## config.mk

```make
export PLATFORM = sky130hd
export DESIGN_NAME = adder_stream_harness
export DESIGN_NICKNAME = d
export VERILOG_FILES = /design/src/rtl/adder_stream_harness.sv
export SDC_FILE = /design/constraint.sdc
export NUM_CORES = 1
export LEC_CHECK = 0
export BUFFER_PORTS_ARGS = -buffer_cell sky130_fd_sc_hd__buf_2
export CAP_MARGIN = 20
export CORE_UTILIZATION = 60
export DETAILED_ROUTE_END_ITERATION = 12
export GPL_TIMING_DRIVEN = 0
export PLACE_DENSITY = 0.73
export SYNTH_ARGS = -nofsm -noshare
export SYNTH_HDL_FRONTEND = slang
export SYNTH_SLANG_ARGS = --single-unit
```

## constraint.sdc

```tcl
create_clock -name clk -period 5.69 [get_ports clk]
set_input_delay 0.569 -clock clk [delete_from_list [all_inputs] [get_ports clk]]
set_output_delay 0.569 -clock clk [all_outputs]
set_load 0.005 [all_outputs]
```

## src/rtl/adder_stream_harness.sv

```systemverilog
// Streams operand pairs from internal memory to an arithmetic DUT over valid/ready, one per cycle.
// First vector is issued 2 cycles after start. Results are never backpressured. Optional watchdog: ADDER_HARNESS_TIMEOUT_EN.
module adder_stream_harness #(
  parameter int DATA_W      = 32,
  parameter int DEPTH       = 16,
  parameter int TIMEOUT_CYC = 64
) (
  input  logic                       clk,
  input  logic                       rst,
  input  logic                       start,
  input  logic [$clog2(DEPTH):0]     num_vecs,
  input  logic                       cin_cfg,
  output logic                       busy,
  output logic                       done,
  output logic                       err_overflow,
  output logic                       err_timeout,
  input  logic                       load_en,
  input  logic                       load_sel,
  input  logic [$clog2(DEPTH)-1:0]   load_addr,
  input  logic [DATA_W-1:0]          load_data,
  input  logic                       rd_sel,
  input  logic [$clog2(DEPTH)-1:0]   rd_addr,
  output logic [DATA_W-1:0]          rd_data,
  output logic [DATA_W-1:0]          a,
  output logic [DATA_W-1:0]          b,
  output logic                       cin,
  output logic                       valid_in,
  input  logic                       in_ready,
  input  logic [DATA_W-1:0]          s,
  input  logic                       cout,
  input  logic                       valid_out
);
  localparam int AW = $clog2(DEPTH);
  localparam logic [AW:0] DEPTH_V = (AW+1)'(DEPTH);

  if (DEPTH < 2 || (DEPTH & (DEPTH - 1)) != 0 || TIMEOUT_CYC < 1) begin : g_bad_param
    $error("adder_stream_harness: DEPTH must be a power of two >= 2 and TIMEOUT_CYC >= 1");
  end

  typedef enum logic [1:0] {IDLE, RUN, DRAIN, DONE} state_t;
  state_t state;

  logic [DATA_W-1:0] opa_mem   [DEPTH];
  logic [DATA_W-1:0] opb_mem   [DEPTH];
  logic [DATA_W-1:0] res_s_mem [DEPTH];
  logic              res_c_mem [DEPTH];

  logic [AW:0] n_vecs;
  logic [AW:0] fetch_cnt;    // vectors loaded into a/b
  logic [AW:0] issue_cnt;    // vectors accepted by the DUT
  logic [AW:0] res_cnt;      // results collected
  logic [AW:0] outstanding;

  logic [AW:0] n_eff;
  logic        active;
  logic        accept;
  logic        collect;
  logic        overflow;
  logic        fetch;
  logic        timeout_hit;

  always_comb begin
    n_eff    = (num_vecs == '0 || num_vecs > DEPTH_V) ? DEPTH_V : num_vecs;
    active   = (state == RUN) || (state == DRAIN);
    accept   = valid_in && in_ready;
    collect  = active && valid_out && (outstanding != '0);
    overflow = active && valid_out && (outstanding == '0);
    // Refill a/b when the output register is empty or being consumed this cycle.
    fetch    = (state == RUN) && (!valid_in || in_ready) && (fetch_cnt != n_vecs);
  end

  always_ff @(posedge clk) begin
    if (rst) begin
      state        <= IDLE;
      busy         <= 1'b0;
      done         <= 1'b0;
      valid_in     <= 1'b0;
      a            <= '0;
      b            <= '0;
      cin          <= 1'b0;
      err_overflow <= 1'b0;
      n_vecs       <= '0;
      fetch_cnt    <= '0;
      issue_cnt    <= '0;
      res_cnt      <= '0;
      outstanding  <= '0;
    end else begin
      case (state)
        IDLE, DONE: begin
          if (start) begin
            state        <= RUN;
            busy         <= 1'b1;
            done         <= 1'b0;
            n_vecs       <= n_eff;
            cin          <= cin_cfg;
            err_overflow <= 1'b0;
            fetch_cnt    <= '0;
            issue_cnt    <= '0;
            res_cnt      <= '0;
            outstanding  <= '0;
          end
        end
        default: begin
          if (fetch) begin
            a         <= opa_mem[fetch_cnt[AW-1:0]];
            b         <= opb_mem[fetch_cnt[AW-1:0]];
            valid_in  <= 1'b1;
            fetch_cnt <= fetch_cnt + 1'b1;
          end else if (accept) begin
            valid_in <= 1'b0;
          end

          if (accept)   issue_cnt    <= issue_cnt + 1'b1;
          if (collect)  res_cnt      <= res_cnt + 1'b1;
          if (overflow) err_overflow <= 1'b1;

          if (accept && !collect)      outstanding <= outstanding + 1'b1;
          else if (!accept && collect) outstanding <= outstanding - 1'b1;

          if ((collect && res_cnt == n_vecs - 1'b1) || timeout_hit) begin
            state    <= DONE;
            busy     <= 1'b0;
            done     <= 1'b1;
            valid_in <= 1'b0;
          end else if (state == RUN && accept && issue_cnt == n_vecs - 1'b1) begin
            state <= DRAIN;
          end
        end
      endcase
    end
  end

`ifdef ADDER_HARNESS_TIMEOUT_EN
  localparam int TW = $clog2(TIMEOUT_CYC + 1);
  logic [TW-1:0] wd_cnt;

  assign timeout_hit = active && !accept && !valid_out && (wd_cnt == TW'(TIMEOUT_CYC - 1));

  always_ff @(posedge clk) begin
    if (rst) begin
      wd_cnt      <= '0;
      err_timeout <= 1'b0;
    end else if ((state == IDLE || state == DONE) && start) begin
      wd_cnt      <= '0;
      err_timeout <= 1'b0;
    end else if (active) begin
      if (accept || valid_out) wd_cnt <= '0;
      else if (timeout_hit)    err_timeout <= 1'b1;
      else                     wd_cnt <= wd_cnt + 1'b1;
    end
  end
`else
  assign timeout_hit = 1'b0;
  assign err_timeout = 1'b0;
`endif

  // Memories carry no reset; only the readback register does.
  always_ff @(posedge clk) begin
    if (load_en && !busy) begin
      if (load_sel) opb_mem[load_addr] <= load_data;
      else          opa_mem[load_addr] <= load_data;
    end
    if (collect) begin
      res_s_mem[res_cnt[AW-1:0]] <= s;
      res_c_mem[res_cnt[AW-1:0]] <= cout;
    end
  end

  always_ff @(posedge clk) begin
    if (rst)         rd_data <= '0;
    else if (rd_sel) rd_data <= {{(DATA_W-1){1'b0}}, res_c_mem[rd_addr]};
    else             rd_data <= res_s_mem[rd_addr];
  end

endmodule

```

==> run metrics, run 1 <==
outcome=completed; multi-input logic area=13240 µm²; chain of cells forming the critical path=buf_2 -> clkbuf_1 -> buf_2 -> mux4_2 -> a22oi_1 -> nand2_1 -> a22o_1; Tightest Pin Transition=1.141 ns; total number of yosys warnings=0; WP depth=7; Num Clock Sinks=1680; Critical Path RT=6.32 ns; drt pass-1 iters=5; CP endpoint kind=register; synth unique cells=50; area grow syn2layout=15.76%; final max-slew violation count=0; CP startpoint=fetch_cnt[0]$_SDFFE_PP0P_; hold path startpoint=cin_cfg; Placed Cells=4445; clock skew=0.03310 ns; cts-stage hold buffer count=0; Initial Util=0.6057; DR vias=roughly 31k; post-place setup slack=2.194 ns; share of cells above drive strength 1=0.3071; Worst Reg-to-Reg Cells=7; count of final setup violators=0; commonest non-fill, non-tap cells in the layout=edfxtp_1 (1552), mux4_2 (420), buf_2 (235); Critical R2R Capture=b[7]$_SDFFE_PP0P_; setup bufs post-CTS=0; prevailing post-synth register cell=edfxtp_1; most common cell after layout, fill and taps aside=edfxtp_1; Fmax=278.0 MHz; Setup WS post-layout=2.093 ns; FF/Latch Area=49170 µm²; worst vdd ir=0.0003357 V; # IOs=189; overall die width=between 300 and 400 µm; final cell count without fillers=4751; ys async rst share=0; EDFF count, synth=roughly 1.6k; Worst-path clk slew=~0.06 ns; Area contributors post-synth=edfxtp_1 (74%), mux4_2 (15%), dfxtp_1 (4.1%); Synth top area share=0.7424; TritonCTS Buffers=163; Core Area=103600 µm²; Yosys reg bits=around 1.7k; Final ANT Viol Nets=0; Crit path largest cell delay=0.83 ns; row count=118; MaxCap Viol Count=0; sequential share of the synthesized area=0.7832; DRC viols=0; antenna violations before repair=6; CP Capture Point=b[7]$_SDFFE_PP0P_; Syn Std Cell Area=between 60000 and 70000 µm²; crit path buf inv count=3; crit path max-delay cell type=clkbuf_1; DRT iter0 DRCs=3585; Detailed Route WL=149200 µm; RSZ-0062 raised after global routing=false; minimum clock period=about 3.6 ns; CTS tree=done; Setup crit start kind=register; R2R Setup Slk=2.09 ns; Final Hold Vio Count=0; Clock Latency Late Sink=0.76 ns; routability cong.=0.7998; detailed placement HPWL=95380 µm; largest net degree at the start of global routing=33; RR Startpoint=fetch_cnt[0]$_SDFFE_PP0P_; # fillers=between 5k and 6k; largest area contributor in the netlist=edfxtp_1; Gate Count Post-Synth=2802; clock root buffer=clkbuf_16; min-delay worst type=in -> reg; via-per-instance ratio=6.602; post-CTS sizing=0; Worst Setup Path Type=reg -> reg; Critical Path AT=4.23 ns; Total Routing Usage GR=0.2863; die area=105900 µm²; PortBufs=182; first-pass GRT wire length=217700 µm; Top cell by count, worst path=buf_2; die height=between 300 and 400 µm; Fin Hold WS=0.05352 ns; syn avg cell area=22.40 µm²; Largest delay share family, worst path=buffers and inverters; Max FO, Critical Path=10; Slew headroom=0.2395; fin crit share=0.6321; H-tree depth=4; Clock Path Buffers=3; total power=between 20000 and 30000 µW; setup tns final=0 ns; Pleak=0.02318 µW; final net count=between 3k and 4k; syn nets=2904; vias in the first global route=around 33k; WL/cell=31.41 µm; global route total overflow=0; pwr/cell area=roughly 350 nW/µm²
## state kept, by name (all words and copies together), names as in the netlist, 16 cells and up
| register | flops |
|---|---|
| res_s_mem | 512 |
| rd_data | 32 |
| b | 32 |
| res_c_mem | 16 |
| opa_mem | 512 |
| opb_mem | 512 |
| a | 32 |
## power breakdown
part           switching (µW)  internal, µW  total, µW
registers                28.6         13500      13600
logic                     471           284        755
clock network            4450          6410      10900
## worst reg2reg max path: cells and delay by family, from the launching register on
kind / cells / cell delay [ns]
AOI/OAI and AO/OA: 2 / 0.50
buffers and inverters: 3 / 1.82
and+or+nand+nor: 1 / 0.21
DFF: 1 / 0.35
muxes: 1 / 0.59
## metrics by stage
stage / cell area [µm²] / util
floorplan: 62780 / -
global placement: 65410 / 0.6311
detailed placement: 67190 / 0.6483
CTS: 72610 / 0.7006
global route: 72670 / 0.7011
finish: 72670 / 0.7011
## Yosys cell counts (3+ instances only)
| cell | number |
|---|---|
| a21oi_1 | 19 |
| a22o_1 | 64 |
| a22oi_1 | 132 |
| a31oi_1 | 4 |
| and2_1 | 4 |
| buf_1 | 17 |
| buf_2 | 53 |
| clkbuf_1 | 84 |
| dfxtp_1 | 128 |
| edfxtp_1 | 1552 |
| ha_1 | 14 |
| inv_1 | 9 |
| mux4_2 | 420 |
| nand2_1 | 90 |
| nand2b_1 | 10 |
| nand3_1 | 14 |
| nand3b_1 | 7 |
| nand4_1 | 4 |
| nor2_1 | 58 |
| nor2b_1 | 36 |
| nor3_1 | 19 |
| o21ai_0 | 3 |
| or4_1 | 4 |
| xnor2_1 | 14 |
| xor2_1 | 10 |
## cells by family after synthesis
kind of cell               after synthesis  share of synthesized area
adders and majority gates               15                   0.003109
DFF                                   1680                     0.7832
and+or+nand+nor                        259                    0.01959
other                                    1                 0.00005974
buffers and inverters                  167                    0.01124
muxes                                  422                     0.1510
AOI/OAI and AO/OA                      234                    0.02842
xor gates and xnor gates                24                   0.003348
## routing by layer
| layer | wire [µm] | track usage | vias to the layer above |
|---|---|---|---|
| li1 | - | - | 12700 |
| met1 | 53910 | 0.3660 | 16520 |
| met2 | 78840 | 0.4991 | 1782 |
| met3 | 11520 | 0.04714 | 351 |
| met4 | 4931 | 0.1033 | 8 |
| met5 | 37 | 0 | - |
## how the worst min path moves through the flow
stage                             to  slack [ns]  cells past startpoint
floorplan           cin$_SDFFE_PP0P_        0.45                      2
global placement    cin$_SDFFE_PP0P_        0.45                      2
detailed placement  cin$_SDFFE_PP0P_        0.46                      2
CTS                 cin$_SDFFE_PP0P_        0.01                      3
global route        cin$_SDFFE_PP0P_        0.05                      3
finish              cin$_SDFFE_PP0P_        0.05                      3
## area by class of cell
class / instances / area share
inverter: 10 / 0.0005165
clock buffer: 228 / 0.06398
buffer: 157 / 0.009194
antenna: 1 / 0.00003444
timing repair buffer: 267 / 0.03316
multi-input combinational: 955 / 0.1822
sequential: 1680 / 0.6766
clock inverter: 73 / 0.01054
tap: 1380 / 0.02376
Power figures use the tool's default switching activity.
==> run 2: changes to the inputs <==
--- a/config.mk
+++ b/config.mk
@@ -7,10 +7,10 @@
 export LEC_CHECK = 0
 export BUFFER_PORTS_ARGS = -buffer_cell sky130_fd_sc_hd__buf_2
 export CAP_MARGIN = 20
-export CORE_UTILIZATION = 60
+export CORE_UTILIZATION = 56
 export DETAILED_ROUTE_END_ITERATION = 12
 export GPL_TIMING_DRIVEN = 0
-export PLACE_DENSITY = 0.73
+export PLACE_DENSITY = 0.72
 export SYNTH_ARGS = -nofsm -noshare
 export SYNTH_HDL_FRONTEND = slang
 export SYNTH_SLANG_ARGS = --single-unit
==> constraint.sdc (replaced) <==
create_clock -name clk -period 2.9 [get_ports clk]
set_input_delay 0.29 -clock clk [delete_from_list [all_inputs] [get_ports clk]]
set_output_delay 0.29 -clock clk [all_outputs]
set_load 0.005 [all_outputs]
==> run 2 against run 1 <==
Against the previous run:
- wire length is 1.0% higher
- critical path type unchanged
- flip-flop and latch count stayed put
- worst hold slack worse by 0.057 ns
- the flow now finishes with violations (negative hold slack, negative setup slack)
==> run metrics, run 2 (same netlist as run 1, synthesis figures left out) <==
outcome=finished with violations; violated checks=negative hold slack, negative setup slack; WL/cell=30.69 µm (-2.3%); Clk pwr share=0.436 (+0.005); RSZ-0062 raised after global routing=true; CP endpoint kind=register; die area=113400 µm² (+7.1%); row count=122 (+3.4%); worst vdd ir=0.0005828 V (+74%); CTS tree=done; Pint=39880 µW (+97%); PortBufs=182 (unchanged); Core Area=111000 µm² (+7.1%); MaxCap Viol Count=0 (unchanged); detailed placement HPWL=95660 µm (+0.29%); Detailed Route WL=150800 µm (+1.0%); Critical Path RT=3.56 ns (-2.76 ns); final net count=3378 (+1.3%); Setup crit start kind=register; largest net degree at the start of global routing=33 (unchanged); overall die width=336.8 µm (+3.5%); Fin Hold WS=-0.003887 ns (-0.05740 ns); clock skew=0.05048 ns (+0.01738 ns); die height=336.8 µm (+3.5%); count of final setup violators=2 (+2); share of cells above drive strength 1=0.3179 (+0.01081); Setup WS post-layout=-0.02759 ns (-2.121 ns); Flop pwr share=0.533 (-0.006); most common cell after layout, fill and taps aside=edfxtp_1; Clock Path Buffers=3 (unchanged); first-pass GRT wire length=217700 µm (about the same); TritonCTS Buffers=164 (+0.61%); DRT iter0 DRCs=3466 (-3.3%); vias in the first global route=32.44k (-1.9%); Max FO, Critical Path=10 (unchanged); H-tree depth=4 (unchanged); commonest non-fill, non-tap cells in the layout=edfxtp_1 (1552), mux4_2 (420), buf_2 (220); Net Sw Frac=0.2021 (+0.005620); Num Clock Sinks=1680 (unchanged); Final Core Density=0.6654 (-0.03574); Initial Util=0.5657 (-0.04000); Worst-path clk slew=0.06 ns (about the same); Final ANT Viol Nets=0 (unchanged); final max-slew violation count=0 (unchanged); # IOs=189 (unchanged); DR vias=31.25k (-0.35%); Critical Path AT=3.59 ns (-0.64 ns); Pleak=0.02359 µW (+1.8%); minimum clock period=2.928 ns (-0.6690 ns); pwr/cell area=676.9 nW/µm² (+95%); Worst Setup Path Type=reg -> reg; via-per-instance ratio=6.361 (-3.6%); min-delay worst type=in -> reg; part of the power in combinational logic=0.031 (about the same); global route total overflow=0 (unchanged); area grow syn2layout=17.62%; DRC viols=0 (unchanged); clock root buffer=clkbuf_16; Clock Latency Late Sink=0.79 ns (+0.03 ns); # fillers=6794 (+14%); routability cong.=0.7961 (-0.46%); fin crit share=1.010 (+0.3774); drt pass-1 iters=6 (+1); Final Hold Vio Count=1 (+1); Tightest Pin Transition=1.093 ns (-0.04743 ns); Total Routing Usage GR=0.2695 (-0.01686); antenna violations before repair=7 (+1); Fmax=341.6 MHz (+23%); Slew headroom=0.2711 (+0.03162); Switch Pwr=10100 µW (+100%)
-- run 2: cell count changes in the layout (fill, tap and decap cells not counted), sizes merged --
cell and delta:
buf -5, bufinv +3, clkbuf -8, clkdlybuf4s15 +1, clkinv +5, clkinvlp +2, diode +5, dlygate4sd3 +43
inv +8
-- run 2: critical path, cell delays in order, from the launching register on --
cell and delay, ns:
dfxtp_1 0.34, buf_2 0.41, clkbuf_2 0.42, clkbuf_1 0.59, mux4_2 0.41, a22oi_1 0.23, nand2_1 0.19, a22o_1 0.24
-- run 2: path summary, 6_finish.rpt --
path	from	end	slack [ns]	cells past startpoint
setup / recovery	fetch_cnt[1]$_SDFFE_PP0P_	a[14]$_SDFFE_PP0P_	-0.03	7
hold / removal	valid_out	err_overflow$_SDFFE_PP0P_	-0.004	4
setup reg to reg	fetch_cnt[1]$_SDFFE_PP0P_	a[14]$_SDFFE_PP0P_	-0.03	7
hold reg to reg	done$_SDFFE_PP0P_	done$_SDFFE_PP0P_	0.46	2
-- run 2: layer usage --
layer	GRT usage	up-vias	routed length (µm)
li1	-	12780	-
met1	0.3437	16530	55780
met2	0.4629	1675	78210
met3	0.06050	261	12840
met4	0.08375	6	3907
met5	0	-	37
-- run 2: what timing repair did --
item,in CTS,in global routing
setup endpoints to repair,835,214
hold buffers,43,0
setup buffers,9,13
pin swaps,4,10
endpoints found under the hold margin,541,0
gates resized for setup,51,15
-- run 2: layout make-up --
| class | instances | area [µm²] | share of cell area |
|---|---|---|---|
| well taps | 1488 | 1862 | 0.02521 |
| repair buffers | 310 | 3083 | 0.04175 |
| diodes | 6 | 15.01 | 0.0002033 |
| flip-flops and latches | 1680 | 49170 | 0.6659 |
| plain buffers | 155 | 740.7 | 0.01003 |
| clock buffers | 218 | 4489 | 0.06080 |
| clock inverters | 91 | 1080 | 0.01462 |
| inverters | 10 | 40.04 | 0.0005422 |
| multi-input cells | 955 | 13360 | 0.1809 |
-- run 2: power groups by stage --
stage          Clock (µW)  Sequential, µW  Combinational (µW)
2_1_floorplan           0           27100                 737
3_3_place_gp            0           27100                1360
3_5_place_dp            0           27100                1480
4_1_cts             22000           26600                1550
5_1_grt             22900           26600                1660
6_report            21800           26600                1560
-- run 2: stage by stage --
step                      setup TNS [ns]  total power, µW  area, µm²  setup WS [ns]  std cells
after floorplan                   -66.01            27880      62880        -0.3505       2802
after global placement          -2443.88            28500      65650         -2.325       4472
after detailed placement         -178.60            28620      67390        -0.6258       4533
after CTS                      -0.005794            50170      73600      -0.005794       4892
after global routing             -0.6701            51150      73830       -0.05039       4908
final                           -0.03029            49980      73840       -0.02759       4913
